--- src/rtl/dcache_writeback_queue.sv ---
// Data-cache victim write-back queue: holds evicted lines in a circular buffer and
// drains dirty ones in order as single AXI INCR bursts; clean victims retire silently.
module dcache_writeback_queue #(
    parameter int DEPTH   = 4,
    parameter int PADDR_W = 32,
    parameter int BEAT_W  = 32,
    parameter int BEATS   = 8,
    parameter int AXI_ID  = 1
) (
    input  logic                        clk,
    input  logic                        rst,
    input  logic                        alloc_req,
    input  logic [PADDR_W-1:0]          alloc_addr,
    output logic                        alloc_success,
    output logic [$clog2(DEPTH)-1:0]    alloc_idx,
    input  logic                        vic_en,
    input  logic [$clog2(DEPTH)-1:0]    vic_idx,
    input  logic                        vic_dirty,
    input  logic [BEATS*BEAT_W-1:0]     vic_data,
    input  logic [PADDR_W-1:0]          chk_addr,
    output logic                        chk_hit,
    output logic                        aw_valid,
    input  logic                        aw_ready,
    output logic [PADDR_W-1:0]          aw_addr,
    output logic [3:0]                  aw_id,
    output logic [7:0]                  aw_len,
    output logic [2:0]                  aw_size,
    output logic [1:0]                  aw_burst,
    output logic                        w_valid,
    input  logic                        w_ready,
    output logic [BEAT_W-1:0]           w_data,
    output logic [BEAT_W/8-1:0]         w_strb,
    output logic                        w_last,
    input  logic                        b_valid,
    output logic                        b_ready,
    input  logic [1:0]                  b_resp,
    output logic                        wb_err,
    output logic                        empty
);

    localparam int IDX_W = $clog2(DEPTH);
    localparam int BC_W  = (BEATS > 1) ? $clog2(BEATS) : 1;
    localparam logic [IDX_W:0] DEPTH_C = (IDX_W+1)'(DEPTH);

    typedef enum logic [1:0] {SLOT_FREE, SLOT_WAIT, SLOT_READY, SLOT_CLEAN} slot_t;
    typedef enum logic [1:0] {ST_IDLE, ST_AW, ST_W, ST_B} wr_state_t;

    slot_t                   slot_state_r [DEPTH];
    logic [PADDR_W-1:0]      slot_addr_r  [DEPTH];
    logic [BEATS*BEAT_W-1:0] slot_data_r  [DEPTH];
    logic [IDX_W-1:0]        head_r;
    logic [IDX_W-1:0]        tail_r;
    logic [IDX_W:0]          count_r;
    wr_state_t               state_r;
    wr_state_t               state_nxt_s;
    logic [BC_W-1:0]         beat_r;
    logic                    wb_err_r;

    logic                    grant_s;
    logic                    free_s;
    logic                    aw_hs_s;
    logic                    w_hs_s;
    logic                    b_hs_s;
    logic                    last_beat_s;
    slot_t                   head_state_s;
    logic [BEAT_W-1:0]       head_beats_s [BEATS];

    assign grant_s      = alloc_req & (count_r < DEPTH_C);
    assign head_state_s = slot_state_r[head_r];
    assign aw_hs_s      = (state_r == ST_AW) & aw_ready;
    assign w_hs_s       = (state_r == ST_W) & w_ready;
    assign b_hs_s       = (state_r == ST_B) & b_valid;
    assign last_beat_s  = (beat_r == BC_W'(BEATS-1));
    // A clean head retires straight from IDLE; a dirty one only after its B response
    assign free_s       = ((state_r == ST_IDLE) & (head_state_s == SLOT_CLEAN)) | b_hs_s;

    assign alloc_success = grant_s;
    assign alloc_idx     = tail_r;
    assign empty         = (count_r == '0);
    assign wb_err        = wb_err_r;

    // Pointer and occupancy bookkeeping
    always_ff @(posedge clk) begin
        if (rst) begin
            head_r  <= '0;
            tail_r  <= '0;
            count_r <= '0;
        end else begin
            if (grant_s) tail_r <= tail_r + IDX_W'(1);
            else         tail_r <= tail_r;
            if (free_s)  head_r <= head_r + IDX_W'(1);
            else         head_r <= head_r;
            case ({grant_s, free_s})
                2'b10:   count_r <= count_r + (IDX_W+1)'(1);
                2'b01:   count_r <= count_r - (IDX_W+1)'(1);
                default: count_r <= count_r;
            endcase
        end
    end

    // Per-slot lifecycle; grant and free never target the same slot in one cycle
    always_ff @(posedge clk) begin
        for (int i = 0; i < DEPTH; i++) begin
            if (rst)
                slot_state_r[i] <= SLOT_FREE;
            else if (grant_s && (tail_r == IDX_W'(i)))
                slot_state_r[i] <= SLOT_WAIT;
            else if (free_s && (head_r == IDX_W'(i)))
                slot_state_r[i] <= SLOT_FREE;
            else if (vic_en && (vic_idx == IDX_W'(i)) && (slot_state_r[i] == SLOT_WAIT))
                slot_state_r[i] <= vic_dirty ? SLOT_READY : SLOT_CLEAN;
            else
                slot_state_r[i] <= slot_state_r[i];
        end
    end

    // Address and line storage; contents are qualified by slot state so need no reset
    always_ff @(posedge clk) begin
        if (grant_s)
            slot_addr_r[tail_r] <= alloc_addr;
        if (vic_en && vic_dirty && (slot_state_r[vic_idx] == SLOT_WAIT))
            slot_data_r[vic_idx] <= vic_data;
    end

    // Write FSM state register, beat counter and error pulse
    always_ff @(posedge clk) begin
        if (rst) begin
            state_r  <= ST_IDLE;
            beat_r   <= '0;
            wb_err_r <= 1'b0;
        end else begin
            state_r  <= state_nxt_s;
            wb_err_r <= b_hs_s & (b_resp != 2'b00);
            if (aw_hs_s)     beat_r <= '0;
            else if (w_hs_s) beat_r <= beat_r + BC_W'(1);
            else             beat_r <= beat_r;
        end
    end

    // Write FSM next-state logic
    always_comb begin
        state_nxt_s = state_r;
        case (state_r)
            ST_IDLE: state_nxt_s = (head_state_s == SLOT_READY) ? ST_AW : ST_IDLE;
            ST_AW:   state_nxt_s = aw_ready ? ST_W : ST_AW;
            ST_W:    state_nxt_s = (w_ready && last_beat_s) ? ST_B : ST_W;
            ST_B:    state_nxt_s = b_valid ? ST_IDLE : ST_B;
            default: state_nxt_s = ST_IDLE;
        endcase
    end

    // Split the head line into beats, beat 0 from the LSBs
    always_comb begin
        for (int k = 0; k < BEATS; k++) begin
            head_beats_s[k] = slot_data_r[head_r][k*BEAT_W +: BEAT_W];
        end
    end

    // Write FSM outputs; payloads are zero outside their phase
    always_comb begin
        aw_valid = (state_r == ST_AW);
        w_valid  = (state_r == ST_W);
        b_ready  = (state_r == ST_B);
        aw_addr  = (state_r == ST_AW) ? slot_addr_r[head_r] : '0;
        w_data   = (state_r == ST_W) ? head_beats_s[beat_r] : '0;
        w_last   = (state_r == ST_W) & last_beat_s;
        aw_id    = 4'(AXI_ID);
        aw_len   = 8'(BEATS-1);
        aw_size  = 3'($clog2(BEAT_W/8));
        aw_burst = 2'b01;
        w_strb   = {(BEAT_W/8){1'b1}};
    end

    // Hazard lookup against every occupied slot, including one being written back
    always_comb begin
        chk_hit = 1'b0;
        for (int i = 0; i < DEPTH; i++) begin
            chk_hit = chk_hit | ((slot_state_r[i] != SLOT_FREE) & (slot_addr_r[i] == chk_addr));
        end
    end

endmodule

--- config.mk ---
export PLATFORM = sky130hd
export DESIGN_NAME = dcache_writeback_queue
export DESIGN_NICKNAME = d
export VERILOG_FILES = /design/src/rtl/dcache_writeback_queue.sv
export SDC_FILE = /design/constraint.sdc
export NUM_CORES = 1
export LEC_CHECK = 0
export ABC_CLOCK_PERIOD_IN_PS = 43900
export BUFFER_PORTS_ARGS = -buffer_cell sky130_fd_sc_hd__buf_2
export CAP_MARGIN = 20
export CORE_MARGIN = 2
export CORE_UTILIZATION = 35
export DETAILED_ROUTE_END_ITERATION = 8
export GPL_ROUTABILITY_DRIVEN = 1
export PLACE_DENSITY = 0.62
export SLEW_MARGIN = 20
export SYNTH_ARGS = -nofsm -noshare
export SYNTH_HDL_FRONTEND = slang
export SYNTH_SLANG_ARGS = --single-unit
--- constraint.sdc ---
create_clock -name clk -period 43.9 [get_ports clk]
set_input_delay 8.78 -clock clk [delete_from_list [all_inputs] [get_ports clk]]
set_output_delay 8.78 -clock clk [all_outputs]
set_load 0.03 [all_outputs]
=== Word level (Yosys, flattened, before mapping) ===
Memory sizes are Yosys's and may differ from the RTL's. A register that Yosys moved wholly into a read port is not among the register bits.
Cells that the tools add are included.

* Add/subtract/negate cells: 5
* $mul: 0
* Div/mod/pow operators: 0
* $lt $le $gt $ge: 2
* Equality and inequality tests: 26
* Shift operators: 0
* Multiplexer cells: 108
* Bitwise operators: 32
* Reduce and logical (&&, ||, !) cells: 31

{| class="wikitable"
|+ Operators with widths
! operator !! count
|-
| 32-bit == test || 4
|-
| 32-bit 2-to-1 mux || 4
|-
| 32-bit binary-select mux with 3-bit select || 1
|-
| 1-bit 2-to-1 mux || 77
|-
| 2-bit 2-to-1 mux || 24
|-
| 2-bit == test (second input constant) || 11
|-
| 2-bit by 1-bit == test with 1-bit output (second input constant) || 10
|-
| 1-bit OR || 20
|-
| 1-bit logical AND || 19
|-
| 2-bit nonzero test || 6
|-
| 1-bit AND || 11
|-
| 2-bit logical NOT || 4
|-
| 2-bit one-hot mux with 4 select lines || 1
|-
| 3-bit by 1-bit adder with 3-bit output (second input constant) || 2
|-
| 3-bit one-hot mux with 2 select lines || 1
|-
| 2-bit by 1-bit adder with 2-bit output (second input constant) || 2
|-
| 4-bit greater-or-equal comparator (second input constant) || 1
|-
| 3-bit inverter with 4-bit output || 1
|-
| 3-bit == test (second input constant) || 1
|-
| 3-bit logical NOT || 1
|-
| 3-bit less-than comparator (second input constant) || 1
|-
| 3-bit by 1-bit subtractor with 3-bit output (second input constant) || 1
|-
| 2-bit OR reduction || 1
|}

* Bits in registers: 13
* Latch bits: 0
* Bits in writable memories: 1160
* ROM bits: 0
* Bits of input ports: 332
* Output and inout bits: 95
* Logic and storage cells: 213
* Memories: 3

{| class="wikitable"
|+ Memory list
! memory !! words !! bits a word !! read ports !! clocked after memory_dff !! write ports !! line !! source
|-
| slot_data_r || 4 || 256 || 1 || 1 || 1 || 50 || <nowiki>logic [BEATS*BEAT_W-1:0] slot_data_r [DEPTH];</nowiki>
|-
| slot_addr_r || 4 || 32 || 5 || 1 || 1 || 49 || <nowiki>logic [PADDR_W-1:0] slot_addr_r [DEPTH];</nowiki>
|-
| slot_state_r || 4 || 2 || 6 || 1 || 4 || 48 || <nowiki>slot_t slot_state_r [DEPTH];</nowiki>
|}

=== Longest topological paths before layout ===
* Depth in word-level cells: 11
* Gate-level depth with buffers: 10
* Depth with buffers taken out: 9

=== Worst setup path after synthesis ===
No wires, ideal clock.

* Path type: input to register
* Start: input vic_idx[1]
* End: memory slot_data_r[3][0] in the netlist's numbering (enable)
* Setup time: 1.590 ns
* Data arrival time: 34.809 ns
* Data required time: 42.310 ns
* Slack: 7.501 ns
* Stages: 2
* Buffers on the path: 0
* Cell sequence: nand2_1 -> nor4b_1

* Word-level cells in the longest chain between the ends: 5

{| class="wikitable"
|+ RTL lines
! what !! line !! source
|-
| start, declared || 17 || <nowiki>input logic [$clog2(DEPTH)-1:0] vic_idx,</nowiki>
|-
| memory read 4 x 2 bit || -- ||
|-
| 2-bit by 1-bit == test with 1-bit output || 121 || <nowiki>if (vic_en && vic_dirty && (slot_state_r[vic_idx] == SLOT_WAIT))</nowiki>
|-
| 1-bit logical AND || 121 ||
|-
| 1-bit 2-to-1 mux || 121 ||
|-
| 1-bit 2-to-1 mux (implied by the code) || 122 || <nowiki>slot_data_r[vic_idx] <= vic_data;</nowiki>
|-
| end, declared || 50 ||
|}

Several ways; a longest one is shown, not always the timed one.

=== Final worst setup path ===
* Start: input chk_addr[15]
* End: output chk_hit

* Word-level cells in the longest chain between the ends: 5
* Elaborated cells between the ends (all ways): 11
* Those cells by class: 4 x eq/ne; 7 x bitwise

{| class="wikitable"
|+ RTL lines
! what !! line !! source
|-
| start, declared || 20 || <nowiki>input logic [PADDR_W-1:0] chk_addr,</nowiki>
|-
| 32-bit == test || 178 || <nowiki>chk_hit = chk_hit | ((slot_state_r[i] != SLOT_FREE) & (slot_addr_r[i] == chk_addr));</nowiki>
|-
| 1-bit AND || 178 ||
|-
| 1-bit OR (2 in series) || 178 ||
|-
| 1-bit OR * || 178 ||
|-
| end, declared || 21 || <nowiki>output logic chk_hit,</nowiki>
|}

Mark *: on every way between the ends. The rest lies on a longest branch, timed or not.

==> qor.yml <==
die_area_um2: 136000
rsz0062_at_grt: "no"
numClockSinks: 1175
period_share_pct: 43.6
routed_wl_mm: 119
finalPower_uw: 2450
synth_area_leaders: "edfxtp_1 75%, mux4_2 17%, xnor2_1 2.2%"
grt_usage_pct: 17.4
vias: 22400
cp_max_fo: 4
setup_ws_ns: 24.74
worstSetupPathType: "input port to output port"
synthDistinctLibCells: 39
fin_crit_ns: 19.16
critPathRequiredTime_ns: 35.12
first_global_vias: 23700
clk_pin_slew_ns: 0.06
power_leakage_uw: 0.0172
h-tree-depth: 3
antenna_found_initial: 88
ios: 427
syn_area_um2: 46600
routedWlPerCell_um: 27.1
finalNonFillerCells: 4398
crit_path_end_kind: "output port"
r2r_slack_ns: 39.83
drt_iter0_drc: 1847
port_buffers: 405
rows: 133
slew_headroom_pct: 19.0
grt_overflow: 0
maxCapViolCount: 0
cts_resized: 0
totalNegativeSetupSlack_ns: 0
holdWs_ns: 0.519
antenna_left: 0
syn_to_final_growth_pct: 16.8
grt_max_degree: 142
start_kind: "input port"
hold_viol: 0
cts_tree: "yes"
die_h_um: 369
fmax_ghz: 0.0522
reg2reg_depth: 5
clock_path_buffers: 3
numCtsBuffers: 121
root_buffer: "clkbuf_16"
nets: 2868
insertion_delay_ns: 0.72
cts_post_setup_buffers_inserted: 0
timing.rr.start: "slot_state_r[2][1]$_SDFFCE_PN0P_"
placed_cells: 4155
r2r_end: "slot_data_r[2][220]$_DFFE_PP_"
dp_hpwl_mm: 79.1
ir_worst_vdd_v: 0.0000411
crit_path_start: "chk_addr[15]"
yosysTopAreaCellShare_pct: 74.8
drc: 0
yosys_warnings: 0
dr.pass1.iters: 5
worst_pin_slew_ns: 1.22
drv_slew: 0
start_util_pct: 35.4
holdBufCountCts: 0
setup_viol: 0
ys_ff_latch: 1175
syn_area_per_cell_um2: 22.2
p_per_area_nw_per_um2: 45.1
gp_congestion: 0.867
drive_above_1_share_pct: 36.8
place_ws_ns: 24.70
avgViaCountPerCell: 5.09
finalClockSkew_ns: 0.0396
core_area_um2: 132000
grt_pass1_wl_mm: 170
status: "complete, no violations"
arrival_ns: 10.38
hold_path.class: "flip-flop to flip-flop"
netlist_instances: 2099
synth_area_leader_cell: "edfxtp_1"
die_w_um: 369
worstSetupEndpoint: "chk_hit"
fill_cells: 11600
ys_seq_area_share_pct: 75.4
==> layout by cell type, fill, tap and decap left out, types with 3 or more instances in the layout <==
master,synthesis,routed
o21ai_1,32,32
nor4_1,12,12
nand3_1,38,38
and2_1,36,35
dfxtp_4,0,4
nor2b_1,7,6
clkinv_4,0,5
nor2_1,17,15
diode_2,0,18
xor2_1,15,15
dfxtp_1,15,10
o32ai_1,3,3
clkinv_1,0,29
mux4_2,354,354
inv_2,0,3
xnor2_1,118,118
buf_4,30,17
buf_2,27,405
a21oi_1,6,6
clkinv_2,0,18
conb_1,2,21
o21ai_0,7,7
nand4_1,29,29
ha_1,11,11
edfxtp_1,1160,1160
nor3_1,10,10
clkbuf_1,75,32
nand2_1,16,16
inv_1,45,42
clkinvlp_4,0,3
buf_12,0,8
bufinv_16,0,10
clkbuf_16,0,123
==> worst max-delay path, stage by stage <==
cell,delay [ns]
buf_2,0.15
xnor2_1,0.41
nand4_1,0.20
nor4_1,0.33
nand3_1,0.15
nand4_1,0.12
buf_2,0.22
==> per-layer routing <==
layer / up-vias / global-route usage, % / wire [µm]
met4: 92 / 5.42 / 3480
met1: 11700 / 21.2 / 45600
li1: 9562 / - / -
met2: 789 / 28.8 / 58400
met5: - / 0 / 558
met3: 266 / 6.53 / 11300
==> cells in the mapped netlist (all sizes together) <==
master   instances
edfxtp        1160
mux4           354
xnor2          118
clkbuf          75
buf             73
inv             45
o21ai           39
nand3           38
and2            36
nand4           29
nor2            17
nand2           16
dfxtp           15
xor2            15
nor4            12
ha              11
nor3            10
nor2b            7
a21oi            6
nand2b           3
o32ai            3
conb             2
mux2i            2
nor3b            2
a21o             1
a22oi            1
a2bb2oi          1
a32oi            1
and3             1
fa               1
nor4b            1
nor4bb           1
or2              1
or3              1
or4b             1
==> where the power goes <==
part           total, µW  switching (µW)  internal [µW]
clock                988             417            571
combinational        195             107           87.9
sequential          1270            15.7           1250
total               2450             540           1910
==> cells by family after synthesis <==
logic type | synth area share (%)
flip-flops | 75.4
multiplexers | 17.2
buffers and inverters | 1.88
AND/OR/NAND/NOR | 2.08
XOR/XNOR | 2.50
AO/OA/AOI/OAI | 0.626
adder cells (fa/ha/maj) | 0.338
other | 0.0161
==> cell type report <==
cell class,instances,area [µm²],share of cell area [%]
Sequential cell,1175,35200,64.6
Multi-Input combinational cell,750,10700,19.6
Clock buffer,155,3200,5.88
Timing Repair Buffer,431,2340,4.30
Tap cell,1755,2200,4.03
Clock inverter,69,633,1.16
Inverter,45,169,0.310
Antenna cell,18,45.0,0.0828
==> sequential cells by signal, summed over array words and instances, names as in the netlist, named ones only <==
name	flops
state_r	2
wb_err	1
head_r	2
slot_addr_r	128
slot_data_r	1024
count_r	3
beat_r	3
alloc_idx	2
slot_state_r	8
==> how the worst min path moves through the flow <==
| stage | from | end | slack [ns] | depth (start not counted) |
|---|---|---|---|---|
| finish | count_r[1]$_SDFFE_PP0P_ | count_r[1]$_SDFFE_PP0P_ | 0.52 | 2 |
| global route | count_r[1]$_SDFFE_PP0P_ | count_r[1]$_SDFFE_PP0P_ | 0.59 | 2 |
| CTS | count_r[1]$_SDFFE_PP0P_ | count_r[1]$_SDFFE_PP0P_ | 0.53 | 2 |
| detailed placement | count_r[1]$_SDFFE_PP0P_ | count_r[1]$_SDFFE_PP0P_ | 0.51 | 2 |
| global placement | count_r[2]$_SDFFE_PP0P_ | count_r[2]$_SDFFE_PP0P_ | 0.49 | 2 |
| floorplan | count_r[2]$_SDFFE_PP0P_ | count_r[2]$_SDFFE_PP0P_ | 0.47 | 2 |
==> per-stage QoR <==
stage | area (µm²) | utilization [%]
2_1_floorplan | 46700 | -
3_3_place_gp | 50500 | 38.3
3_5_place_dp | 50500 | 38.3
4_1_cts | 54400 | 41.2
5_1_grt | 54400 | 41.3
6_report | 54400 | 41.3
(Power assumes the default switching activity.)
